### config.mk
export PLATFORM = sky130hd
export DESIGN_NAME = fsic_serdes_cfg_master
export DESIGN_NICKNAME = d
export VERILOG_FILES = /design/src/rtl/fsic_serdes_cfg_pkg.sv /design/src/rtl/fsic_cfg_watchdog.sv /design/src/rtl/fsic_serdes_cfg_master.sv
export SDC_FILE = /design/constraint.sdc
export NUM_CORES = 1
export LEC_CHECK = 0
export BUFFER_PORTS_ARGS = -buffer_cell sky130_fd_sc_hd__buf_2
export CAP_MARGIN = 20
export CELL_PAD_IN_SITES_DETAIL_PLACEMENT = 1
export CELL_PAD_IN_SITES_GLOBAL_PLACEMENT = 1
export CORE_AREA = 2 2 82 84
export DETAILED_ROUTE_END_ITERATION = 12
export DIE_AREA = 0 0 84 86
export PLACE_DENSITY = 0.82
export SLEW_MARGIN = 20
export SYNTH_ARGS = -nofsm -noshare
export SYNTH_HDL_FRONTEND = slang
export SYNTH_HIERARCHICAL = 1
export SYNTH_SLANG_ARGS = --single-unit
export TNS_END_PERCENT = 50
### constraint.sdc
create_clock -name axi_clk -period 3 [get_ports axi_clk]
set_input_delay 0.15 -clock axi_clk [delete_from_list [all_inputs] [get_ports axi_clk]]
set_output_delay 0.15 -clock axi_clk [all_outputs]
set_load 0.05 [all_outputs]
### src/rtl/fsic_serdes_cfg_pkg.sv
// Shared encodings for the FSIC SERDES config master: FSM states, control bit positions,
// and the default control register offset.
package fsic_serdes_cfg_pkg;

   typedef enum logic [2:0] {
      IDLE  = 3'd0,
      WR    = 3'd1,
      RD_A  = 3'd2,
      RD_D  = 3'd3,
      CHECK = 3'd4,
      DONE  = 3'd5,
      ERR   = 3'd6
   } cfg_state_e;

   localparam int RXEN_BIT           = 0;
   localparam int TXEN_BIT           = 1;
   localparam int DEFAULT_REG_OFFSET = 0;

endpackage

### src/rtl/fsic_cfg_watchdog.sv
// Saturating cycle counter; expired stays high once pTIMEOUT is reached until cleared.
module fsic_cfg_watchdog #(
   parameter int pTIMEOUT = 255
) (
   input  logic axi_clk,
   input  logic axi_reset_n,
   input  logic clear,
   output logic expired
);

   localparam int CW = (pTIMEOUT > 0) ? $clog2(pTIMEOUT + 1) : 1;

   logic [CW-1:0] cnt_q;

   always_ff @(posedge axi_clk or negedge axi_reset_n) begin
      if (!axi_reset_n) begin
         cnt_q <= '0;
      end else if (clear) begin
         cnt_q <= '0;
      end else if (cnt_q != CW'(pTIMEOUT)) begin
         cnt_q <= cnt_q + 1'b1;
      end
   end

   assign expired = (cnt_q == CW'(pTIMEOUT));

endmodule

### src/rtl/fsic_serdes_cfg_master.sv
// AXI-Lite initiator that writes the IO SERDES control register and, with
// FSIC_SERDES_CFG_READBACK_EN defined, polls it by read until the enables match.
module fsic_serdes_cfg_master
   import fsic_serdes_cfg_pkg::*;
#(
   parameter int pADDR_WIDTH = 15,
   parameter int pDATA_WIDTH = 32,
   parameter int pREG_OFFSET = DEFAULT_REG_OFFSET,
   parameter int pMAX_RETRY  = 7,
   parameter int pTIMEOUT    = 255
) (
   input  logic                     axi_clk,
   input  logic                     axi_reset_n,
   input  logic                     start,
   input  logic                     cfg_rxen,
   input  logic                     cfg_txen,
   output logic                     busy,
   output logic                     done,
   output logic                     error,
   output logic [pDATA_WIDTH-1:0]   rd_data,
   output logic                     cc_is_enable,
   output logic                     axi_awvalid,
   output logic [pADDR_WIDTH-1:0]   axi_awaddr,
   input  logic                     axi_awready,
   output logic                     axi_wvalid,
   output logic [pDATA_WIDTH-1:0]   axi_wdata,
   output logic [pDATA_WIDTH/8-1:0] axi_wstrb,
   input  logic                     axi_wready,
   output logic                     axi_arvalid,
   output logic [pADDR_WIDTH-1:0]   axi_araddr,
   input  logic                     axi_arready,
   input  logic                     axi_rvalid,
   input  logic [pDATA_WIDTH-1:0]   axi_rdata,
   output logic                     axi_rready,
   output cfg_state_e               state_dbg
);

   // Handshakes: a transfer happens on a rising edge where valid and ready are both high;
   // valids are decoded from state and never wait on ready.
   cfg_state_e state_q, state_d;
   logic       rxen_q, txen_q;
   logic       aw_done_q, w_done_q, aw_done_d, w_done_d;
   logic       start_ok, wd_clear, wd_expired;

   assign start_ok     = (state_q == IDLE) && start;
   assign axi_awvalid  = (state_q == WR) && !aw_done_q;
   assign axi_wvalid   = (state_q == WR) && !w_done_q;
   assign aw_done_d    = aw_done_q | (axi_awvalid & axi_awready);
   assign w_done_d     = w_done_q | (axi_wvalid & axi_wready);
   assign busy         = state_q inside {WR, RD_A, RD_D, CHECK};
   assign done         = (state_q == DONE);
   assign cc_is_enable = state_q inside {WR, RD_A, RD_D};
   assign axi_awaddr   = pADDR_WIDTH'(pREG_OFFSET);
   assign axi_araddr   = pADDR_WIDTH'(pREG_OFFSET);
   assign axi_wstrb    = '1;
   assign state_dbg    = state_q;

   always_comb begin
      axi_wdata           = '0;
      axi_wdata[RXEN_BIT] = rxen_q;
      axi_wdata[TXEN_BIT] = txen_q;
   end

`ifdef FSIC_SERDES_CFG_READBACK_EN
   localparam int RW = (pMAX_RETRY > 0) ? $clog2(pMAX_RETRY + 1) : 1;

   logic [RW-1:0] retry_q;
   logic          rd_match;

   assign axi_arvalid = (state_q == RD_A);
   assign axi_rready  = (state_q == RD_D);
   assign rd_match    = (rd_data[TXEN_BIT] == txen_q) && (rd_data[RXEN_BIT] == rxen_q);

   always_ff @(posedge axi_clk or negedge axi_reset_n) begin
      if (!axi_reset_n) begin
         retry_q <= '0;
         rd_data <= '0;
      end else begin
         if (start_ok) begin
            retry_q <= '0;
         end else if ((state_q == CHECK) && !rd_match) begin
            retry_q <= retry_q + 1'b1;
         end
         if ((state_q == RD_D) && axi_rvalid) begin
            rd_data <= axi_rdata;
         end
      end
   end
`else
   logic unused_rd;

   assign axi_arvalid = 1'b0;
   assign axi_rready  = 1'b0;
   assign rd_data     = '0;
   assign unused_rd   = ^{axi_arready, axi_rvalid, axi_rdata, (pMAX_RETRY > 0)};
`endif

   always_comb begin
      state_d = state_q;
      case (state_q)
         IDLE: if (start) state_d = WR;
         WR: begin
            if (wd_expired) begin
               state_d = ERR;
            end else if (aw_done_d && w_done_d) begin
`ifdef FSIC_SERDES_CFG_READBACK_EN
               state_d = RD_A;
`else
               state_d = DONE;
`endif
            end
         end
`ifdef FSIC_SERDES_CFG_READBACK_EN
         RD_A: begin
            if (wd_expired)       state_d = ERR;
            else if (axi_arready) state_d = RD_D;
         end
         RD_D: begin
            if (wd_expired)      state_d = ERR;
            else if (axi_rvalid) state_d = CHECK;
         end
         CHECK: begin
            if (rd_match)                        state_d = DONE;
            else if (retry_q == RW'(pMAX_RETRY)) state_d = ERR;
            else                                 state_d = RD_A;
         end
`endif
         DONE:    state_d = IDLE;
         ERR:     state_d = IDLE;
         default: state_d = IDLE;
      endcase
   end

   always_ff @(posedge axi_clk or negedge axi_reset_n) begin
      if (!axi_reset_n) begin
         state_q <= IDLE;
      end else begin
         state_q <= state_d;
      end
   end

   always_ff @(posedge axi_clk or negedge axi_reset_n) begin
      if (!axi_reset_n) begin
         rxen_q    <= 1'b0;
         txen_q    <= 1'b0;
         aw_done_q <= 1'b0;
         w_done_q  <= 1'b0;
         error     <= 1'b0;
      end else begin
         if (start_ok) begin
            rxen_q    <= cfg_rxen;
            txen_q    <= cfg_txen;
            aw_done_q <= 1'b0;
            w_done_q  <= 1'b0;
            error     <= 1'b0;
         end else if (state_q == WR) begin
            aw_done_q <= aw_done_d;
            w_done_q  <= w_done_d;
         end
         // error rises with the ERR state and holds until the next accepted start
         if ((state_d == ERR) && (state_q != ERR)) begin
            error <= 1'b1;
         end
      end
   end

   // Every state change restarts the per-handshake timeout.
   assign wd_clear = (state_d != state_q);

   fsic_cfg_watchdog #(
      .pTIMEOUT (pTIMEOUT)
   ) u_watchdog (
      .axi_clk     (axi_clk),
      .axi_reset_n (axi_reset_n),
      .clear       (wd_clear),
      .expired     (wd_expired)
   );

endmodule

### Yosys cells after proc, flatten, opt, wreduce, memory -nomap -nowiden

Index checks and enable logic that the tools add are counted.
Widths: inputs -> output; s select.

* eq/ne operators: 10
* bitwise gates (word level): 4
* $add $sub $neg: 1
* mux-type cells: 12
* reductions and logical operators: 13

Operators with widths (count)
* $mux 8: 2
* $eq 3x3->1 const B: 3
* $mux 3: 3
* $add 8x1->8 const B: 1
* $eq 8x8->1 const B: 1
* $ne 8x8->1 const B: 1
* $eq 3x2->1 const B: 2
* $mux 1: 6
* $pmux 3 s2: 1
* $reduce_bool 2->1: 3
* $logic_and 1x1->1: 5
* $reduce_bool 4->1: 1
* $eq 3x1->1 const B: 1
* $logic_not 3->1: 1
* $ne 3x3->1: 1
* $ne 3x3->1 const B: 1
* $reduce_bool 3->1: 1
* $and 1x1->1: 2
* $logic_not 1->1: 2
* $or 1x1->1: 2

* register bits: 16
* output and inout port bits: 109
* input bits: 41
* logic and storage cells: 47

### Logic depth before layout (Yosys ltp)

* depth in word-level cells: 11
* mapped depth: 8
* mapped depth without buffers: 7

### Hierarchy

Netlist, hierarchy kept.

By module, submodules not included
* fsic_serdes_cfg_master: times used 1, sequential area each 200.2 µm², cells an instance 145, area each 1192.4 µm²
* fsic_cfg_watchdog: times used 1, sequential area each 200.2 µm², cells an instance 48, area each 457.9 µm²

### Worst setup path after synthesis

Ideal clock, no wire load.

* kind: register -> output
* from: register state_q[0], in the netlist state_dbg[0]
* to: output port busy
* required time: 2.850 ns
* setup slack: 0.993 ns
* path buffers: 1
* stages on the path, launching flop included: 4
* arrival time: 1.857 ns
* cell sequence: dfrtp_1 buf_2 nor2_1 xnor2_1

* longest elaborated chain between the ends: 2
* elaborated cells on any way between the ends: 5
* those cells by class: 4 x eq/ne; 1 x reduce/logical

Ends and longest elaborated chain
* start: declaration: line fsic_serdes_cfg_master.sv:40 `cfg_state_e state_q, state_d;`
* start signal: assignment: line fsic_serdes_cfg_master.sv:138 `state_q <= state_d;`
* $eq 3x1->1 (tied with other cells): line fsic_serdes_cfg_master.sv:50 `assign busy = state_q inside {WR, RD_A, RD_D, CHECK};`
* $reduce_bool 4->1 *: line fsic_serdes_cfg_master.sv:50
* end: declaration: line fsic_serdes_cfg_master.sv:17 `output logic busy,`

Every way passes the cells marked *; elsewhere a longest branch is shown, timed or not.

### Worst setup path after layout

* from: register u_watchdog.cnt_q[0]
* to: register u_watchdog.cnt_q[5]

* longest elaborated chain between the ends: 5
* elaborated cells on any way between the ends: 9
* those cells by class: 1 x add/sub; 3 x eq/ne; 4 x mux; 1 x reduce/logical

Ends and longest elaborated chain
* start: declaration: line fsic_cfg_watchdog.sv:13 `logic [CW-1:0] cnt_q;`
* start signal: assignment: line fsic_cfg_watchdog.sv:21 `cnt_q <= cnt_q + 1'b1;`
* $eq 8x8->1 *: line fsic_cfg_watchdog.sv:25 `assign expired = (cnt_q == CW'(pTIMEOUT));`
* via wd_expired: line fsic_serdes_cfg_master.sv:43 `logic start_ok, wd_clear, wd_expired;`
* $mux 3 *: line fsic_serdes_cfg_master.sv:103 `if (wd_expired) begin`
* $pmux 3 s2 *: line fsic_serdes_cfg_master.sv:100 `case (state_q)`
* $ne 3x3->1 *: line fsic_serdes_cfg_master.sv:168 `assign wd_clear = (state_d != state_q);`
* via wd_clear: line fsic_serdes_cfg_master.sv:43
* $mux 8 or $reduce_bool 2->1 (tied branches)

Mark *: on every way through the listed nets, which the timed path passes. The rest lies on a longest branch. The select of a mux whose other input is x is not followed.
A chain may end at the register's enable or synchronous reset.

==> metrics.cfg <==
[outcome]
outcome=complete, no violations

[critical_path]
r2r_end=u_watchdog/cnt_q[5]
path_class=reg2reg
critPathCapture=u_watchdog/cnt_q[5]
cp_max_fo=9
r2r_start=u_watchdog/cnt_q[0]
crit_path_start=u_watchdog/cnt_q[0]
crit_required_ns=3.13
rr_worst_depth=8
cp-start-kind=register
reg2reg_slack_ns=0.98
cp-end-kind=register
arrival_ns=2.15

[finish]
fillers=790
drive_gt1_share_pct=14.08
final_cell_area_sq_mm=0.001463
nets=249
final_cells=283
diodes=0
final_core_util_pct=23.30
syn_to_final_growth_pct=-11.37

[synth]
synth-edff-count=0
synth-seq-cells=16
ys_dominant_reg_cell=dfrtp_1
synth_fa_ha_area_share_pct=0.7582
synth_xor_area_share_pct=0.5307
synth.avg_cell_area_sq_um=8.551
yosysUniqueCellTypes=39
async_flop_share_pct=100.0
yosys_warnings=6
yosysTopAreaCell=buf_4
yosysMostFrequentCell=buf_4
ys_seq_area_share_pct=24.26
yosys.area_share.simple_pct=13.65
synth_top_family_by_area=buffers and inverters
syn-instance-count=193
yosys-top-cells-count=buf_4 (100), dfrtp_1 (16), nor2_1 (9), nand2_1 (8)
ys_top_cells_by_area=buf_4 (45%), dfrtp_1 (24%), nor2_1 (2.0%)
synth_top_area_share_pct=45.49
synth-compound-area-share_pct=8.567
synth.area.mux_share_pct=2.047
syn_area_sq_mm=0.001650

[floorplan]
die_w_um=84
num_rows=29
boundaryPins=150
die_area_sq_mm=0.007224
die_h_um=86
core_area_sq_mm=0.006277
initial_core_util_pct=26.29

[timing]
fin_skew_ns=0.004419
period_share_pct=67.26
fmax_ghz=0.4956
finalHoldWorstSlack_ns=0.1212
setup_violations=0
slew_violations=0
rsz0062_at_grt=no
hold_viol=0
min_period_ns=2.018
tns_ns=0

[clocking]
insertion_delay_ns=0.25
cts-buffers-inserted=3
max-clock-path-buffers=2
root_buffer=clkbuf_8
htreeDepth=1
numClockSinks=16
clk_pin_slew_ns=0.07
cts_tree=built

[route]
avgRoutedWirePerCell_um=9.512
antenna_left=0
via_count=987
routed_wl_mm=2.692
drc=0
avgViaCountPerCell=3.488
dr.pass1.iters=3
drt_iter0_markers=56

[placed_design]
io_buffers=17
gp_congestion=0.7137
hpwl_mm=2.178
dpl_cell_area_sq_mm=0.001398
dp_cells=278

[pwr]
powerDensity_mw_per_mm2=912.9
p_leak_uw=0.0007881
irDropWorstVdd_v=0.0006170

[grt]
grt_use_total_pct=6.687
grt_pass1_wl_mm=3.953
grt_max_degree=17
grt-ovfl-total=0
antenna_found_initial=0
grt_pass1_vias=821

[job]
max-cap-violations=0

[min_path]
hp-class=in2reg

-- routing by layer --
layer	GRT usage [%]	wire length [um]	vias up
li1	-	-	461
met1	8.065	998	464
met2	12.07	1417	62
met3	2.021	276	0
met4	0.8798	0	0
met5	0	0	-
-- what timing repair did --
action / CTS / global route
hold buffers: 1 / 0
buffers inserted: 0 / 0
hold endpoints to repair: 16 / 0
endpoints found under the setup margin: 0 / 0
gates resized for setup: 0 / 0
-- report_power, final --
group / total, uW / switching [uW] / internal, uW
registers: 349 / 77.6 / 271
logic: 793 / 639 / 154
clock network: 193 / 76.5 / 116
total: 1340 / 793 / 542
-- cells by family (layout without fill, tap and decap cells) --
kind of cell               Yosys count  count (layout)
buffers and inverters              111              28
and+or+nand+nor                     40              40
adders and majority gates            1               1
muxes                                3               3
xor gates and xnor gates             1               1
AOI/OAI and AO/OA                   19              19
other                                2              98
DFF                                 16              16
-- state kept, by name (all words and copies together) (netlist names) --
register,flops
state_dbg,3
error,1
aw_done_q,1
w_done_q,1
rxen_q,1
txen_q,1
u_watchdog/cnt_q,8
-- area by class of cell --
cell class	instances	area, sq um	share of cell area (%)
timing repair buffer	19	102.6	7.015
multi-input combinational	162	789.5	53.98
inverter	5	18.77	1.283
clock buffer	4	55.05	3.764
tap	77	96.34	6.587
sequential	16	400.4	27.37
-- worst min-delay path by stage --
stage	startpoint	endpoint	cells past startpoint
floorplan	axi_reset_n	aw_done_q	0
global placement	axi_reset_n	rxen_q	1
detailed placement	axi_reset_n	txen_q	1
CTS	cfg_txen	txen_q	2
global route	cfg_txen	txen_q	2
finish	cfg_txen	txen_q	2
-- cells in the final DEF, fill, tap and decap left out --
| master | count |
|---|---|
| dfrtp_1 | 16 |
| nor2b_1 | 1 |
| a41oi_1 | 1 |
| o311a_1 | 1 |
| and4_4 | 1 |
| inv_1 | 5 |
| nand2_1 | 8 |
| buf_2 | 17 |
| mux2_1 | 3 |
| o221ai_1 | 2 |
| buf_4 | 1 |
| xnor2_1 | 1 |
| a211oi_1 | 1 |
| and3_1 | 1 |
| clkbuf_8 | 4 |
| or2_2 | 1 |
| nor4_1 | 1 |
| a21boi_0 | 1 |
| o21bai_1 | 1 |
| o221ai_2 | 1 |
| or3b_4 | 1 |
| dlygate4sd3_1 | 1 |
| nor3b_1 | 1 |
| nand2b_1 | 2 |
| ha_1 | 1 |
| and4b_1 | 1 |
| o21ai_0 | 1 |
| nand3_1 | 3 |
| a21oi_1 | 5 |
| a211oi_2 | 1 |
| o22ai_1 | 1 |
| nor2_1 | 9 |
| nor3_1 | 5 |
| nor4b_2 | 1 |
| a31oi_1 | 3 |
| conb_1 | 98 |
| nand4_1 | 3 |
| and3b_2 | 1 |
-- worst max-delay path, stage by stage, from the launching register on --
cell	delay (ns)
dfrtp_1	0.44
ha_1	0.28
nand4_1	0.17
nor2_1	0.17
inv_1	0.12
a41oi_1	0.19
buf_4	0.19
nor2_1	0.05
mux2_1	0.29
-- through the flow --
stage                     power, uW  worst slack, ns
after CTS                      1348           0.9946
after global routing           1418           0.7782
after global placement         1127            1.065
after floorplan                1157           0.9930
after detailed placement       1153            1.016
final                          1335           0.9823
Note: power is estimated with default switching activity, not from simulation.
